--- config.mk ---
export PLATFORM = sky130hd
export DESIGN_NAME = mem_arb
export DESIGN_NICKNAME = d
export VERILOG_FILES = /design/src/rtl/mem_arb.sv
export SDC_FILE = /design/constraint.sdc
export NUM_CORES = 1
export LEC_CHECK = 0
export CAP_MARGIN = 20
export CORE_AREA = 2 2 107 109
export DETAILED_ROUTE_END_ITERATION = 8
export DIE_AREA = 0 0 109 111
export GPL_TIMING_DRIVEN = 0
export SLEW_MARGIN = 20
export SYNTH_ARGS = -nofsm -noshare
export SYNTH_HDL_FRONTEND = slang
export SYNTH_SLANG_ARGS = --single-unit
--- constraint.sdc ---
create_clock -name clk -period 1.75 [get_ports clk]
set_clock_uncertainty 0.15 [all_clocks]
set_input_delay 0.2625 -clock clk [delete_from_list [all_inputs] [get_ports clk]]
set_output_delay 0.2625 -clock clk [all_outputs]
set_load 0.05 [all_outputs]
--- src/rtl/mem_arb.sv ---
// mem_arb: round-robin arbiter sharing one single-outstanding memory port between fetch and load/store
module mem_arb #(
    parameter int ADDR_W = 32,
    parameter int DATA_W = 32
) (
    input  logic                clk,
    input  logic                rst,
    input  logic                i_req,
    input  logic [ADDR_W-1:0]   i_addr,
    output logic                i_gnt,
    output logic                i_rvalid,
    output logic [DATA_W-1:0]   i_rdata,
    input  logic                d_req,
    input  logic                d_we,
    input  logic [ADDR_W-1:0]   d_addr,
    input  logic [DATA_W-1:0]   d_wdata,
    input  logic [DATA_W/8-1:0] d_wstrb,
    output logic                d_gnt,
    output logic                d_rvalid,
    output logic [DATA_W-1:0]   d_rdata,
    output logic                m_req,
    output logic                m_we,
    output logic [ADDR_W-1:0]   m_addr,
    output logic [DATA_W-1:0]   m_wdata,
    output logic [DATA_W/8-1:0] m_wstrb,
    input  logic                m_gnt,
    input  logic                m_rvalid,
    input  logic [DATA_W-1:0]   m_rdata,
    output logic                err
);
    typedef enum logic {IDLE, BUSY} state_t;
    state_t r_state, w_state_nxt;
    logic   r_owner, r_last, r_err;
    logic   w_owner_nxt, w_last_nxt, w_err_nxt;
    logic   w_sel, w_idle, w_busy, w_accept;
    // owner/last/sel encoding: 0 = fetch, 1 = data; a tie goes to whoever was not served last
    assign w_sel    = (i_req & d_req) ? ~r_last : d_req;
    assign w_idle   = (r_state == IDLE) & ~rst;
    assign w_busy   = (r_state == BUSY) & ~rst;
    assign w_accept = m_req & m_gnt;
    assign i_rdata  = m_rdata;
    assign d_rdata  = m_rdata;
    assign err      = r_err;
    // State and arbitration history registers
    always_ff @(posedge clk or posedge rst) begin
        if (rst) begin
            r_state <= IDLE;
            r_owner <= 1'b0;
            r_last  <= 1'b1;
            r_err   <= 1'b0;
        end else begin
            r_state <= w_state_nxt;
            r_owner <= w_owner_nxt;
            r_last  <= w_last_nxt;
            r_err   <= w_err_nxt;
        end
    end
    // Request muxing, grant/response routing and next-state logic
    always_comb begin
        w_state_nxt = r_state;
        w_owner_nxt = r_owner;
        w_last_nxt  = r_last;
        w_err_nxt   = r_err;
        m_req       = w_idle & (i_req | d_req);
        m_we        = w_sel & d_we;
        m_addr      = w_sel ? d_addr : i_addr;
        m_wdata     = w_sel ? d_wdata : '0;
        m_wstrb     = w_sel ? d_wstrb : '0;
        i_gnt       = w_accept & ~w_sel;
        d_gnt       = w_accept & w_sel;
        i_rvalid    = w_busy & m_rvalid & ~r_owner;
        d_rvalid    = w_busy & m_rvalid & r_owner;
        if (r_state == IDLE) begin
            if (w_accept) begin
                w_state_nxt = BUSY;
                w_owner_nxt = w_sel;
                w_last_nxt  = w_sel;
            end
            if (m_rvalid) w_err_nxt = 1'b1;
        end else if (m_rvalid) begin
            w_state_nxt = IDLE;
        end
    end
endmodule

==> out/results.txt, run 1 <==
Ys Warns -> 0
vias in the first global route -> 2060
first-pass GRT wire length -> 10.3 mm
Fin. Hold Viols -> 0
fmax -> 500 MHz
GRT Util Overall -> 10.6%
Startpoint Class -> flip-flop
share of cells above drive strength 1 -> 54.5%
fin area -> 4570 um2
CP Data Arrival Time -> 1.59 ns
Synth cell types -> 18
Starting Density -> 12.8%
Least-Margin Pin Slew -> 0.511 ns
Ports -> 278
Period minus WS final -> 2.00 ns
Initial DRC Count -> 52
placed cell area -> 4060 um2
Place WS -> -1.24 ns
Final period util -> 114%
CTS clk-pin slew, worst paths -> 0.03 ns
status -> finished with violations
violated checks -> setup timing
Routed WL per cell -> 12.7 um
Avg Synthesized Cell Area -> 8.96 um2
Syn Nets -> 297
synth cell count leaders -> buf_4, and2_1, mux2_4
Site Rows -> 39
hpwl dp -> 5.78 mm
# DRC -> 0
CTS tree -> done
CTS Sinks -> 4
ant diodes -> 0
Num CTS Buffers -> 3
fin cells -> 563
register area -> 101 um2
setup violators final -> 71
DR vias -> 2003
Clock Tree Buf Depth -> 2
Top FF cell, synth -> dfrtp_1
most common cell in the netlist -> buf_4
initial antenna violation count -> 0
post-synth top area cell -> buf_4
crit end category -> output port
hold crit path type -> input port to async pin
antenna viol nets, final -> 0
Max Slew Vio Count -> 0
ranking of synthesized cells by area -> buf_4, mux2_4, and2_1
via/cell ratio -> 3.56
Tot Pwr -> 2.78 mW
iteration count of the initial detailed-routing pass -> 4
number of fill cells -> 1096
die width -> 109 um
RSZ-0062 raised after global routing -> true
P_leak -> 2.07 nW
die area -> 12100 um2
I/O Buffers -> 245
Placeable Area -> 11100 um2
post-synthesis sequential area ratio -> 7.16%
pwr dens -> 608 nW/um2
Max-slew headroom -> 65.8%
Worst-Skew Late Latency -> 0.23 ns
Cell Area, Synth -> 1420 um2
Register-to-Register Path Depth -> 5
final net count -> 560
Yosys reg bits -> 4
Area Growth Syn to Fin -> 223%
Final Core Density -> 41.2%
Chip Height -> 111 um
Yosys top cell area share -> 33.9%
EDFF count, synth -> 0
Max Cap Viol -> 0
grt ovf -> 0
largest net degree at the start of global routing -> 11
Worst Path Max Fanout -> 7
routability congestion estimate -> 0.747
number of cells after detailed placement -> 546
ys async rst share -> 100%
Root Buffer -> clkbuf_16
Critical Setup Path Class -> flip-flop to output port
Worst EP required -> 1.34 ns
fin worst setup slack -> -0.252 ns
IR drop worst, VDD -> 0.485 mV
Multi-input gate area -> 857 um2
Max H-tree Level -> 1
cells after synthesis -> 158
final wirelength -> 7.15 mm
## cell families after synthesis
logic type,share of synthesized area (%)
flip-flops,7.16
AO/OA/AOI/OAI,2.83
multiplexers,32.1
buffers and inverters,39.0
AND/OR/NAND/NOR,18.9
## path summary, 6_finish.rpt
path | end | slack [ns] | from
max | m_addr[30] | -0.25 | r_last
min | r_last | 0.1 | rst
max reg2reg | r_last | 0.24 | r_last
min reg2reg | err | 0.31 | err
max in group asynchronous | err | 0.78 | rst
min in group clk | err | 0.31 | err
## state kept, by name (all words and copies together), names as in the netlist
name,count
r_state,1
err,1
r_last,1
r_owner,1
## critical path: stages, from the launching register on
cell      delay, ns
dfstp_2        0.54
a21boi_4       0.07
buf_12         0.16
buf_12         0.14
mux2_4         0.30
buf_8          0.15
## metrics by stage
stage                     hold WS [ns]  TNS (ns)
final                           0.0963    -14.06
after global routing             0.122    -16.64
after CTS                        0.186    -14.45
after detailed placement         0.299    -87.01
after global placement           0.298    -85.30
after floorplan                 -0.109   -0.0719
## layout make-up
cell class              instances  area share [%]
flip-flops and latches          4            2.22
inverters                       2           0.164
well taps                     143            3.92
clock buffers                   4            1.73
repair buffers                258            60.4
plain buffers                  71            12.8
multi-input cells              81            18.8
## where the power goes
part           internal (mW)  switching, mW
Clock                  0.302         0.0717
Combinational           1.08           1.19
Sequential             0.115         0.0165
Total                   1.50           1.28
## layout by cell type (no fill, tap or decap), types with 4 or more instances in the layout
cell | synthesis | routed
and2_1 | 37 | 10
and2_4 | 0 | 27
buf_4 | 64 | 69
buf_6 | 0 | 66
buf_8 | 3 | 12
clkbuf_16 | 0 | 4
clkdlybuf4s50_1 | 0 | 167
mux2_2 | 15 | 15
mux2_4 | 19 | 19
## metal layers
layer  vias up  global-route usage, %  wire length [um]
met5         -                      0                 0
met4         0                   2.31               110
met3        10                   3.00               896
met2       149                   21.0              3870
met1       871                   10.4              2280
li1        973                      -                 -
## what timing repair did
| item | 4_1_cts | 5_1_grt |
|---|---|---|
| pin swaps | 4 | 1 |
| hold endpoints to repair | 0 | 3 |
| setup buffers | 5 | 3 |
| cloned | 4 | 1 |
| setup endpoints to repair | 75 | 74 |
| hold buffers | 0 | 1 |
| gates resized for setup | 558 | 22 |
Note: power is estimated with default switching activity, not from simulation.
==> inputs of run 2 (changes only) <==
- CORE_AREA: 2 2 107 109 -> 5 5 104 106
- MAX_ROUTING_LAYER: default -> met4
==> out/results.txt, run 2 (synthesized netlist as in run 1, its figures left out) <==
iteration count of the initial detailed-routing pass -> 4 (unchanged)
Root Buffer -> clkbuf_8
grt ovf -> 0 (unchanged)
Register-to-Register Path Depth -> 5 (unchanged)
pwr dens -> 579 nW/um2 (-4.8%)
hold crit path type -> input port to async pin
CTS tree -> done
Period minus WS final -> 1.98 ns (-0.0200 ns)
final net count -> 555 (-0.89%)
largest net degree at the start of global routing -> 11 (unchanged)
P_leak -> 1.98 nW (-4.3%)
CP Data Arrival Time -> 1.57 ns (-0.02 ns)
Startpoint Class -> flip-flop
RR Startpoint -> r_last
FF-to-FF setup slack -> 0.29 ns (+0.05 ns)
IR drop worst, VDD -> 0.422 mV (-13%)
die width -> 109 um (unchanged)
antenna viol nets, final -> 0 (unchanged)
DR vias -> 1997 (-0.30%)
Site Rows -> 36 (-7.7%)
worst path bufs/invs -> 3 (unchanged)
Worst EP required -> 1.34 ns (about the same)
number of cells after detailed placement -> 536 (-1.8%)
Routed WL per cell -> 14.4 um (+13%)
Starting Density -> 14.6% (+1.8 points)
CTS Sinks -> 4 (unchanged)
most frequent cells in the layout -> clkdlybuf4s50_1, buf_6, buf_4, and2_4, mux2_4
Initial DRC Count -> 38 (-27%)
fin worst setup slack -> -0.232 ns (+0.0200 ns)
Multi-input gate area -> 840 um2 (-2.0%)
CTS clk-pin slew, worst paths -> 0.03 ns (about the same)
Chip Height -> 111 um (unchanged)
Clock Tree Buf Depth -> 2 (unchanged)
I/O Buffers -> 245 (unchanged)
status -> finished with violations
fmax -> 505 MHz (+1.0%)
Tot Pwr -> 2.54 mW (-8.7%)
first-pass GRT wire length -> 11.3 mm (+9.0%)
Fin. Hold Viols -> 0 (unchanged)
# DRC -> 0 (unchanged)
register area -> 101 um2 (unchanged)
Max stage delay on crit path -> 0.54 ns (about the same)
share of cells above drive strength 1 -> 52.5% (-2.0 points)
Max Cap Viol -> 0 (unchanged)
Least-Margin Pin Slew -> 0.542 ns (+0.0305 ns)
Area Growth Syn to Fin -> 209%
cell mode on critical path -> buf_12
Placeable Area -> 9680 um2 (-13%)
vias in the first global route -> 2094 (+1.7%)
Ports -> 278 (unchanged)
violated checks -> setup timing
via/cell ratio -> 3.64 (+2.4%)
number of fill cells -> 943 (-14%)
GRT Util Overall -> 11.9% (+1.4 points)
final wirelength -> 7.89 mm (+10%)
Num CTS Buffers -> 3 (unchanged)
cell chain of the critical path -> a21boi_4 -> buf_12 -> buf_12 -> mux2_4 -> buf_8
Critical Setup Path Class -> flip-flop to output port
Max-slew headroom -> 63.8% (-2.0 points)
Final period util -> 113% (-1.1 points)
hold_ws -> 0.145 ns (+0.0489 ns)
Max H-tree Level -> 1 (unchanged)
routability congestion estimate -> 0.713 (-4.4%)
RR Endpoint -> r_last
die area -> 12100 um2 (unchanged)
CP delay by family, top -> flip-flops
initial antenna violation count -> 0 (unchanged)
RSZ-0062 raised after global routing -> true
hpwl dp -> 7.04 mm (+22%)
Worst-Skew Late Latency -> 0.22 ns (about the same)
ant diodes -> 0 (unchanged)
setup violators final -> 71 (unchanged)
Worst Path Max Fanout -> 10 (+3)
Crit-path slowest cell -> dfstp_2
most common cell after layout, fill and taps aside -> clkdlybuf4s50_1
fin cells -> 548 (-2.7%)
Max Slew Vio Count -> 0 (unchanged)
crit end category -> output port
run 2: stage by stage:
step                      cell area [um2]  setup TNS (ns)  utilization [%]  setup WS (ns)
after floorplan                      1430         -0.0719                -        -0.0528
after global placement               4050          -84.31             41.8          -1.22
after detailed placement             4050          -85.40             41.8          -1.23
after CTS                            4250          -11.86             43.9         -0.246
after global routing                 4380          -15.77             45.2         -0.262
final                                4380          -13.14             45.2         -0.232
run 2: metal layers:
layer / global-route usage, % / part of all wire [%] / vias up
met1: 12.0 / 33 / 885
met4: 3.03 / 1.1 / 0
li1: - / - / 965
met5: - / 0 / -
met3: 3.09 / 12 / 8
met2: 22.4 / 55 / 139
run 2: worst max-delay path by stage:
stage | end | slack [ns] | from | depth (start not counted)
after floorplan | i_rvalid | -0.05 | r_state | 2
after global placement | m_addr[20] | -1.22 | d_req | 5
after detailed placement | m_addr[20] | -1.23 | d_req | 5
after CTS | m_addr[30] | -0.25 | r_last | 5
after global routing | m_addr[28] | -0.26 | r_last | 5
final | m_addr[3] | -0.23 | r_last | 5
run 2: area by class of cell:
class	count	area share, %
repair buffers	253	60.2
multi-input cells	81	19.2
plain buffers	71	13.4
well taps	133	3.80
flip-flops and latches	4	2.31
clock buffers	4	1.03
inverters	2	0.171
run 2: power by group:
part,internal (mW),switching (mW)
clock,0.156,0.0548
sequential,0.115,0.0154
combinational,1.02,1.18
run 2: timing repair:
| item | 4_1_cts | 5_1_grt |
|---|---|---|
| gates cloned | 0 | 2 |
| setup buffers | 2 | 3 |
| endpoints found under the hold margin | 3 | 0 |
| setup endpoints to repair | 75 | 72 |
| resized for setup | 528 | 40 |
| hold buffers | 1 | 0 |
